### config.mk
export PLATFORM = sky130hd
export DESIGN_NAME = imem_loader
export DESIGN_NICKNAME = d
export VERILOG_FILES = /design/src/rtl/imem_loader.sv
export SDC_FILE = /design/constraint.sdc
export NUM_CORES = 1
export LEC_CHECK = 0
export ABC_CLOCK_PERIOD_IN_PS = 3300
export CAP_MARGIN = 20
export CORE_ASPECT_RATIO = 0.75
export CORE_MARGIN = 2
export CORE_UTILIZATION = 58
export DETAILED_ROUTE_END_ITERATION = 8
export GPL_TIMING_DRIVEN = 1
export PLACE_DENSITY = 0.85
export SKIP_LAST_GASP = 1
export SYNTH_ARGS = -nofsm -noshare
export SYNTH_HDL_FRONTEND = slang
export SYNTH_SLANG_ARGS = --single-unit
export TNS_END_PERCENT = 100
### constraint.sdc
create_clock -name clk -period 3.3 [get_ports clk]
set_input_delay 0.99 -clock clk [delete_from_list [all_inputs] [get_ports clk]]
set_output_delay 0.99 -clock clk [all_outputs]
set_load 0.01 [all_outputs]
### src/rtl/imem_loader.sv
// Program loader: framed byte stream in, little-endian 32-bit words out
// to the instruction memory write port, one word per write from word 0.
module imem_loader #(
  parameter int          DEPTH     = 1024,
  parameter logic [7:0]  SYNC_BYTE = 8'hA5
) (
  input  logic        clk,
  input  logic        rst,
  input  logic [7:0]  rx_data,
  input  logic        rx_valid,
  output logic        rx_ready,
  output logic        imem_we,
  output logic [31:0] imem_waddr,
  output logic [31:0] imem_wdata,
  output logic        busy,
  output logic        done,
  output logic        error,
  output logic [15:0] words_loaded
);

  typedef enum logic [2:0] {
    S_IDLE,
    S_LEN_LO,
    S_LEN_HI,
    S_DATA,
    S_WRITE,
    S_FINISH,
    S_ERR
  } state_t;

  localparam logic [16:0] DEPTH_L = 17'(DEPTH);

  state_t      state;
  state_t      state_nx;
  logic [7:0]  len_lo;
  logic [15:0] len;
  logic [1:0]  byte_cnt;
  logic [23:0] word_buf;
  logic [15:0] word_index;
  logic [15:0] len_in;
  logic [15:0] index_nx;
  logic        accept;
  logic        is_sync;

  assign rx_ready = (state == S_IDLE)   ||
                    (state == S_LEN_LO) ||
                    (state == S_LEN_HI) ||
                    (state == S_DATA);

  assign busy = (state == S_LEN_LO) ||
                (state == S_LEN_HI) ||
                (state == S_DATA)   ||
                (state == S_WRITE);

  assign accept   = rx_valid && rx_ready;
  assign is_sync  = (rx_data == SYNC_BYTE);
  assign len_in   = {rx_data, len_lo};
  assign index_nx = word_index + 16'd1;

  always_ff @(posedge clk) begin
    if (rst) state <= S_IDLE;
    else     state <= state_nx;
  end

  // rx_valid alone gates transitions: rx_ready is 1 in every state that
  // consumes bytes, so this matches accept without a comb loop.
  always_comb begin
    state_nx = state;
    imem_we  = 1'b0;
    done     = 1'b0;
    error    = 1'b0;
    unique case (state)
      S_IDLE: begin
        if (rx_valid && is_sync) state_nx = S_LEN_LO;
      end
      S_LEN_LO: begin
        if (rx_valid) state_nx = S_LEN_HI;
      end
      S_LEN_HI: begin
        if (rx_valid) begin
          if (len_in == 16'd0)
            state_nx = S_FINISH;
          else if ({1'b0, len_in} > DEPTH_L)
            state_nx = S_ERR;
          else
            state_nx = S_DATA;
        end
      end
      S_DATA: begin
        if (rx_valid && byte_cnt == 2'd3)
          state_nx = S_WRITE;
      end
      S_WRITE: begin
        imem_we  = 1'b1;
        state_nx = (index_nx == len) ? S_FINISH : S_DATA;
      end
      S_FINISH: begin
        done     = 1'b1;
        state_nx = S_IDLE;
      end
      S_ERR: begin
        error = 1'b1;
      end
      default: state_nx = S_IDLE;
    endcase
  end

  always_ff @(posedge clk) begin
    if (rst) begin
      len_lo       <= 8'd0;
      len          <= 16'd0;
      byte_cnt     <= 2'd0;
      word_buf     <= 24'd0;
      word_index   <= 16'd0;
      words_loaded <= 16'd0;
      imem_waddr   <= 32'd0;
      imem_wdata   <= 32'd0;
    end else begin
      unique case (state)
        S_IDLE: begin
          if (accept && is_sync) begin
            words_loaded <= 16'd0;
            word_index   <= 16'd0;
            byte_cnt     <= 2'd0;
          end
        end
        S_LEN_LO: begin
          if (accept) len_lo <= rx_data;
        end
        S_LEN_HI: begin
          if (accept) len <= len_in;
        end
        S_DATA: begin
          if (accept) begin
            byte_cnt <= byte_cnt + 2'd1;
            unique case (byte_cnt)
              2'd0: word_buf[7:0]   <= rx_data;
              2'd1: word_buf[15:8]  <= rx_data;
              2'd2: word_buf[23:16] <= rx_data;
              2'd3: begin
                imem_wdata <= {rx_data, word_buf};
                imem_waddr <= {14'd0, word_index, 2'b00};
              end
              default: ;
            endcase
          end
        end
        S_WRITE: begin
          word_index   <= index_nx;
          words_loaded <= words_loaded + 16'd1;
        end
        default: ;
      endcase
    end
  end

endmodule

* Word-level counts from Yosys, hierarchy flattened
Index checks and enable logic that the tools add are counted.
** Cells by class
- $add $sub $neg :: 3
- Multiply operators :: 0
- Div/mod/pow operators :: 0
- $lt $le $gt $ge :: 1
- Eq/ne operators :: 17
- Shifts and indexed selects :: 0
- Muxes and demuxes :: 17
- Bitwise gates (word level) :: 1
- Reduce and logical (&&, ||, !) cells :: 24
** Operator list (number)
- 16-bit case mux with 2 select lines :: 2
- 16-bit by 1-bit adder with 16-bit output (second input constant) :: 2
- 3-bit two-way mux :: 7
- 3-bit case mux with 6 select lines :: 1
- 16-bit == test :: 1
- 16-bit by 11-bit > comparator with 1-bit output (second input constant) :: 1
- 16-bit logical NOT :: 1
- 16-bit two-way mux :: 1
- 3-bit AND reduction :: 5
- 3-bit == test (second input constant) :: 3
- 8-bit == test (second input constant) :: 1
- 3-bit by 2-bit == test with 1-bit output (second input constant) :: 2
- 1-bit logical OR :: 6
- 2-bit by 1-bit inequality test with 1-bit output (second input constant) :: 3
- 2-bit inequality test (second input constant) :: 3
- 2-bit AND reduction :: 3
- 5-bit AND reduction :: 1
- 2-bit == test (second input constant) :: 2
- 1-bit logical AND :: 4
- 2-bit two-way mux :: 2
- 2-bit case mux with 2 select lines :: 1
- 2-bit nonzero test :: 2
- 3-bit by 1-bit == test with 1-bit output (second input constant) :: 1
- 3-bit logical NOT :: 1
- 5 further kinds :: 7
** Word-level totals
- Register bits after elaboration :: 133
- Latch bits :: 0
- Bits in writable memories :: 0
- Memory bits (read-only) :: 0
- Input bits :: 11
- Output and inout port bits :: 85
- Word-level logic and storage cells :: 74
- Memories kept :: 0

* Longest topological paths before layout
Gate-level depths: netlist of the first run.
- Depth in word-level cells :: 8
- Depth in mapped cells :: 9
- Mapped depth without buffers :: 7

* Worst setup path before layout of the first run
OpenSTA, ideal clock, no wires.
- Path type :: input-to-reg
- Start point :: input rx_data[3]
- End point :: register word_index[2]
- Setup time :: 128 ps
- Arrival :: 2388 ps
- Data required time :: 3172 ps
- Path slack :: 784 ps
- Stages on the path :: 8
- Buffers on the path :: 2
- Cell sequence :: clkbuf_1 nor4_1 nand4_1 nand2_1 clkbuf_1 o21ai_0 a21oi_1 nor2_1
** On the way
- Longest elaborated chain between the ends :: 4
** RTL lines
- start, declared :: line 9 : input logic [7:0] rx_data,
- 8-bit == test :: line 56 : assign is_sync = (rx_data == SYNC_BYTE);
- 1-bit logical AND :: line 121 : if (accept && is_sync) begin
- 2-bit by 1-bit inequality test with 1-bit output (no source line)
- 2-bit AND reduction (no source line)
- end signal, assigned :: line 149 : word_index <= index_nx;
- end, declared :: line 39 : logic [15:0] word_index;
No other way between the ends.
A chain may end at the register's enable or synchronous reset.

* Final worst setup path of the first run
- Start point :: register state[2]
- End point :: output error
** On the way
- Longest elaborated chain between the ends :: 2
** RTL lines
- start, declared :: line 33 : state_t state;
- start signal, assigned :: line 62 : else state <= state_nx;
- 3-bit == test :: line 72 : unique case (state)
- 1-bit two-way mux :: line 72
- end, declared :: line 17 : output logic error,
No other way between the ends.

==> metrics.md, run 1 <==
| Metric | Value |
|---|---|
| Status | finished clean |
| Number of buffers created by CTS | 17 |
| Worst-case reg-to-reg path depth | 7 |
| Pleak | approximately 2.5 nW |
| Crit Path Category | register to primary output |
| Hold Startpoint | imem_waddr[7] |
| Clk_lat worst skew | about 0.42 ns |
| Unrepaired setup endpoints after global routing | false |
| Routed vias/inst | approximately 5.8 |
| Yosys warnings | 0 |
| CP max FO | 9 |
| Final setup vio count | 0 |
| Area grow syn2layout | 21.7% |
| Dpl hpwl | 10.6 mm |
| Port bufs | a little under 80 |
| Seq cells post-synth | between 100 and 150 |
| CTS Hold Buffers Added | 0 |
| Clock Tree Buf Depth | 2 |
| Area of the multi-input gates | around 3000 um^2 |
| EDFF count, synth | 0 |
| Sw frac | 0.238 |
| Root Buffer Master | clkbuf_16 |
| Average routed wire per standard cell | approximately 16 um |
| CTS H-Tree Depth | 4 |
| Std cell rows | 32 |
| Die height | between 90 and 100 um |
| Post-Route Setup TNS | 0 ns |
| Max Cap Violations | 0 |
| Hold violation count in the final report | 0 |
| Final ANT Viol Nets | 0 |
| CTS tree | done |
| GP Congestion | between 0.9 and 1 |
| Max rail drop VDD | ~0.00028 V |
| Cell total after placement | approximately 960 |
| Synth cell count leaders | nand2_1, dfxtp_1, a21oi_1 |
| Fin crit period | slightly above 3 ns |
| Largest net degree at the start of global routing | 64 |
| Cell taking the most area after synthesis | dfxtp_1 |
| Post-cts resize count | 0 |
| FF/Latch Area | ~2700 um^2 |
| CP endpoint kind | primary output |
| Gr ovfl total | 0 |
| Initial antenna violation count | 0 |
| Count leader, synth | nand2_1 |
| Post-CTS Setup Repair Bufs | 0 |
| Internal | about 2.8 mW |
| Final non-filler cell total | slightly below 1,000 |
| Post-synthesis sequential area ratio | 0.438 |
| Worst Hold End | imem_waddr[7] |
| Cell area after synthesis | 6080 um^2 |
| Crit Reg-Reg Startpoint | word_index[0] |
| Core ar. | between 10,000 and 15,000 um^2 |
| Logic pwr share | 0.065 |
| Worst path cell trace | clkinv_1, nor3_1, clkdlybuf4s50_1 |
| Inserted Diodes | 0 |
| Cell area power density | 489 nW/um^2 |
| Vias | between 5,000 and 6,000 |
| GRT Overall Usage | 0.288 |
| Top cells by area, synth | dfxtp_1, nand2_1, a21oi_1 |
| Critical Path Max Stage Delay | 0.57 ns |
| Chip width | roughly 120 um |
| CTS clk-pin slew, worst paths | about 0.050 ns |
| Syn Inst Count | about 800 |
| Final period utilization | 0.927 |
| Initial DRT Pass Iterations | 5 |
| Seq pwr share | 0.455 |
| Main synth FF type | dfxtp_1 |
| Worst Hold Depth | 2 |
| Power share of the clock group | 0.480 |
| Final net count | between 800 and 900 |
| I/O Pins | 96 |
| Max-slew violations | 0 |
| Yosys top cell area share | 0.438 |
| Clock Sink Count | approximately 130 |
| Initial DRC count | between 500 and 600 |
| Vias in the first global route | 5,422 |
| Worst slew pin tran | 0.535 ns |
| Flop2flop setup slack | between 0.6 and 0.7 ns |
| Hold crit path type | register to register |
| Peak Freq | ~0.33 GHz |
| Relative slew slack | 0.640 |
| Residual DRC count | 0 |
| CP required | between 2 and 2.5 ns |
| First-pass GRT wire length | around 26 mm |
| Mean Syn Cell Area | around 7.6 um^2 |
| Asr flop ratio synth | 0 |
| FILL cells | 811 |
| CP arrival | roughly 2.1 ns |
| Die area | between 10,000 and 15,000 um^2 |
| WL final | ~16 mm |
| R2r endpoint | state[1] |
| Startpoint types | register |
| Worst clock skew | 0.00709 ns |
| Slowest-stage cell, CP | clkdlybuf4s50_1 |
| Switching pwr | 0.862 mW |
| Unique cell type count in the Yosys netlist | 58 |
| Starting Density | 0.593 |
| Fraction of layout cells with a size suffix above 1 | 0.0701 |
-- power by group through the flow --
| stage | Sequential (mW) | Clock (mW) | Combinational (mW) |
|---|---|---|---|
| floorplan | 1.67 | 0 | 0.177 |
| global placement | 1.68 | 0 | 0.221 |
| detailed placement | 1.68 | 0 | 0.226 |
| CTS | 1.65 | 1.75 | 0.230 |
| global route | 1.65 | 1.81 | 0.255 |
| finish | 1.65 | 1.74 | 0.234 |
-- layer usage --
layer,GRT usage,up-vias,part of all wire
li1,-,2789,-
met1,0.395,2644,0.44
met2,0.440,270,0.45
met3,0.0653,38,0.088
met4,0.117,0,0.020
met5,0,-,0
-- through the flow --
step | hold WS (ns) | setup slack (ns) | utilization | area [um^2] | power (mW)
finish | 0.451 | 0.243 | 0.722 | 7400 | 3.62
global route | 0.464 | 0.110 | 0.722 | 7400 | 3.72
CTS | 0.453 | 0.277 | 0.722 | 7400 | 3.62
detailed placement | 0.443 | 0.259 | 0.670 | 6860 | 1.91
global placement | 0.442 | 0.368 | 0.670 | 6860 | 1.90
floorplan | 0.432 | 0.784 | - | 6140 | 1.84
-- cell usage in the layout (no fill, tap or decap), drive strengths merged, types with 4 or more instances in the layout --
cell / n
xor2: 5
nor2: 48
or3: 4
a22oi: 4
a31oi: 6
inv: 10
ha: 6
a21oi: 120
clkbuf: 20
dfxtp: 133
and3: 10
conb: 16
and2: 4
o21ai: 23
nand2: 199
xnor2: 15
nand2b: 4
nand4: 11
a311oi: 6
nand3: 39
clkdlybuf4s50: 78
nor4: 15
nor3: 10
clkinv: 8
buf: 17
a211oi: 4
-- final cells by class --
| cell class | count | area share |
|---|---|---|
| multi-input cells | 587 | 0.411 |
| flip-flops and latches | 133 | 0.360 |
| repair buffers | 95 | 0.128 |
| clock buffers | 20 | 0.0617 |
| well taps | 136 | 0.0230 |
| clock inverters | 10 | 0.0113 |
| inverters | 11 | 0.00558 |
-- registers in the layout, indices dropped and copies added (netlist names) --
name	cells
byte_cnt	2
imem_waddr	16
imem_wdata	32
len	16
len_lo	8
state	3
word_buf	24
word_index	16
words_loaded	16
-- cell families (layout without fill, tap and decap cells) --
kind of cell | after synthesis | count (layout) | synth area share
other | 1 | 16 | 0.000617
buffers and inverters | 94 | 136 | 0.0720
xor gates and xnor gates | 20 | 20 | 0.0288
DFF | 133 | 133 | 0.438
adders and majority gates | 6 | 6 | 0.0123
muxes | 5 | 5 | 0.00864
and+or+nand+nor | 354 | 354 | 0.263
AOI/OAI and AO/OA | 186 | 186 | 0.177
-- worst max-delay path, delay by kind of cell, from the launching register on --
kind / cells / cell delay [ns]
flops: 1 / 0.54
buf+inv: 2 / 0.91
simple gates: 1 / 0.21
-- worst max-delay path by stage --
stage | cells past startpoint | end | startpoint | slack (ns)
2_1_floorplan | 8 | word_index[2] | rx_data[3] | 0.78
3_3_place_gp | 8 | word_index[11] | rx_data[4] | 0.37
4_1_cts | 3 | error | state[2] | 0.28
3_5_place_dp | 8 | word_buf[9] | rx_valid | 0.26
6_report | 3 | error | state[2] | 0.24
5_1_grt | 3 | error | state[2] | 0.11
Power figures use the tool's default switching activity.
==> run 2: changes to the inputs <==
==> constraint.sdc (replaced) <==
create_clock -name clk -period 3.3 [get_ports clk]
set_input_delay 0.99 -clock clk [delete_from_list [all_inputs] [get_ports clk]]
set_output_delay 0.99 -clock clk [all_outputs]
set_load 0.1 [all_outputs]
==> run 2 against run 1 <==
Design area shrank 1.4%. Clock skew grew 0.00071 ns. Hold slack lost 0.00096 ns. Cell count grew 0.40%. Critical endpoint unchanged. Sequential share of layout area grew 0.52 points. Die area is the same.
==> metrics.md, run 2 (synthesis gave the netlist of run 1 again) <==
| Metric | Value |
|---|---|
| Max rail drop VDD | 0.000315 V (was 0.000283 V) |
| Core ar. | 10,200 um^2 (unchanged) |
| CTS clk-pin slew, worst paths | 0.06 ns (was 0.05 ns) |
| Biggest regs | imem_wdata (32), word_buf (24) (unchanged) |
| Residual DRC count | 0 (unchanged) |
| Worst Hold End | imem_wdata[19] (was imem_waddr[7]) |
| CTS tree | done (unchanged) |
| Fraction of layout cells with a size suffix above 1 | 0.152 (was 0.0701) |
| GRT Overall Usage | 0.273 (was 0.288) |
| Vias in the first global route | 5,040 (was 5,422) |
| FILL cells | 834 (was 811) |
| Initial DRT Pass Iterations | 5 (unchanged) |
| Unrepaired setup endpoints after global routing | false (unchanged) |
| Largest Register | imem_wdata (unchanged) |
| Startpoint types | register (unchanged) |
| Post-Route Setup TNS | 0 ns (unchanged) |
| Starting Density | 0.593 (unchanged) |
| Dpl hpwl | 10.3 mm (was 10.6 mm) |
| Average routed wire per standard cell | 15.1 um (was 15.9 um) |
| Crit Reg-Reg Startpoint | word_index[2] (was word_index[0]) |
| Post-cts resize count | 0 (unchanged) |
| Root Buffer Master | clkbuf_16 (unchanged) |
| CP required | 2.31 ns (about the same) |
| Chip width | 122 um (unchanged) |
| Flop2flop setup slack | 0.65 ns (was 0.67 ns) |
| Relative slew slack | 0.593 (was 0.640) |
| CTS H-Tree Depth | 4 (unchanged) |
| Initial DRC count | 550 (was 522) |
| Worst clock skew | 0.00779 ns (was 0.00709 ns) |
| Std cell rows | 32 (unchanged) |
| Number of buffers created by CTS | 17 (unchanged) |
| Hold Startpoint | word_buf[19] (was imem_waddr[7]) |
| CTS Hold Buffers Added | 0 (unchanged) |
| Hold violation count in the final report | 0 (unchanged) |
| Clock Sink Count | 133 (unchanged) |
| Die height | 92.7 um (unchanged) |
| Max Cap Violations | 0 (unchanged) |
| Max-slew violations | 0 (unchanged) |
| Vias | 5,769 (was 5,741) |
| Final setup vio count | 0 (unchanged) |
| Most common cell after layout, fill and taps aside | nand2_1 (unchanged) |
| Max FFs per register | 32 (unchanged) |
| Gr ovfl total | 0 (unchanged) |
| Pleak | 2.64 nW (was 2.47 nW) |
| Post-CTS Setup Repair Bufs | 0 (unchanged) |
| Clk_lat worst skew | 0.41 ns (was 0.42 ns) |
| Final ANT Viol Nets | 0 (unchanged) |
| Hold crit path type | register to register (unchanged) |
| CP max FO | 9 (unchanged) |
| Core Util, Final | 0.712 (was 0.722) |
| Final period utilization | 0.849 (was 0.927) |
| Cell area power density | 527 nW/um^2 (was 489 nW/um^2) |
| Inserted Diodes | 0 (unchanged) |
| Largest net degree at the start of global routing | 60 (was 64) |
| Initial antenna violation count | 0 (unchanged) |
| CP endpoint kind | primary output (unchanged) |
| Worst-case reg-to-reg path depth | 6 (was 7) |
| Worst slew pin tran | 0.605 ns (was 0.535 ns) |
| Crit Path Category | register to primary output (unchanged) |
| Port bufs | 79 (unchanged) |
| Fin crit period | 2.80 ns (was 3.06 ns) |
| Worst Hold Depth | 2 (unchanged) |
| Final net count | 864 (was 862) |
| R2r endpoint | state[1] (unchanged) |
| First-pass GRT wire length | 24.6 mm (was 26.0 mm) |
| Routed vias/inst | 5.79 (about the same) |
| Most frequent cells in the layout | nand2_1, dfxtp_1, a21oi_1 (unchanged) |
| Peak Freq | 0.357 GHz (was 0.327 GHz) |
| I/O Pins | 96 (unchanged) |
| Status | finished clean (unchanged) |
| Die area | 11,300 um^2 (unchanged) |
| GP Congestion | 0.879 (was 0.908) |
| Area grow syn2layout | 20.0% (was 21.7%) |
| CP arrival | 1.81 ns (was 2.07 ns) |
| Clock Tree Buf Depth | 2 (unchanged) |
| WL final | 15.0 mm (was 15.8 mm) |
run 2: cell count changes in the layout (fill, tap and decap cells not counted), sizes merged:
cell,before,now
buf,17,88
bufinv,1,2
clkbuf,20,24
clkdlybuf4s50,78,9
clkinv,8,5
run 2: area by class of cell:
cell class | count | area (um^2) | area share
multi-input combinational | 587 | 3050 | 0.419
sequential | 133 | 2660 | 0.365
timing repair buffer | 97 | 788 | 0.108
clock buffer | 24 | 482 | 0.0660
tap | 136 | 170 | 0.0233
clock inverter | 8 | 98.8 | 0.0135
inverter | 11 | 41.3 | 0.00566
run 2: metal layers:
layer / vias up / GRT usage / wire [um]
met5: - / 0 / 0
met4: 0 / 0.0766 / 131
met3: 15 / 0.0573 / 1190
met2: 246 / 0.408 / 6640
met1: 2706 / 0.398 / 7070
li1: 2802 / - / -
run 2: critical path, stage by stage (launching register included):
cell and delay, ns:
dfxtp_1 0.53, clkinv_1 0.36, nor3_4 0.19, buf_4 0.31
run 2: through the flow:
step / cell area (um^2) / setup slack [ns] / hold slack (ns) / instances / power [mW]
after floorplan: 6150 / 0.0132 / 0.432 / 814 / 1.97
final: 7300 / 0.499 / 0.450 / 996 / 3.84
after CTS: 7300 / 0.516 / 0.452 / 996 / 3.86
after global routing: 7300 / 0.371 / 0.471 / 996 / 3.96
after global placement: 6720 / 0.350 / 0.442 / 964 / 2.03
after detailed placement: 6720 / 0.311 / 0.443 / 964 / 2.03
run 2: how the worst max path moves through the flow:
stage | start | endpoint | depth (start not counted)
final | state[2] | error | 3
after global routing | state[0] | busy | 3
after CTS | state[2] | error | 3
after detailed placement | rx_data[4] | word_index[11] | 8
after floorplan | state[2] | error | 3
after global placement | rx_data[4] | word_index[10] | 6
run 2: report_power, final:
group / switching, mW / internal [mW] / total, mW
Clock: 0.674 / 1.17 / 1.84
Combinational: 0.273 / 0.0801 / 0.353
Sequential: 0.0270 / 1.62 / 1.65
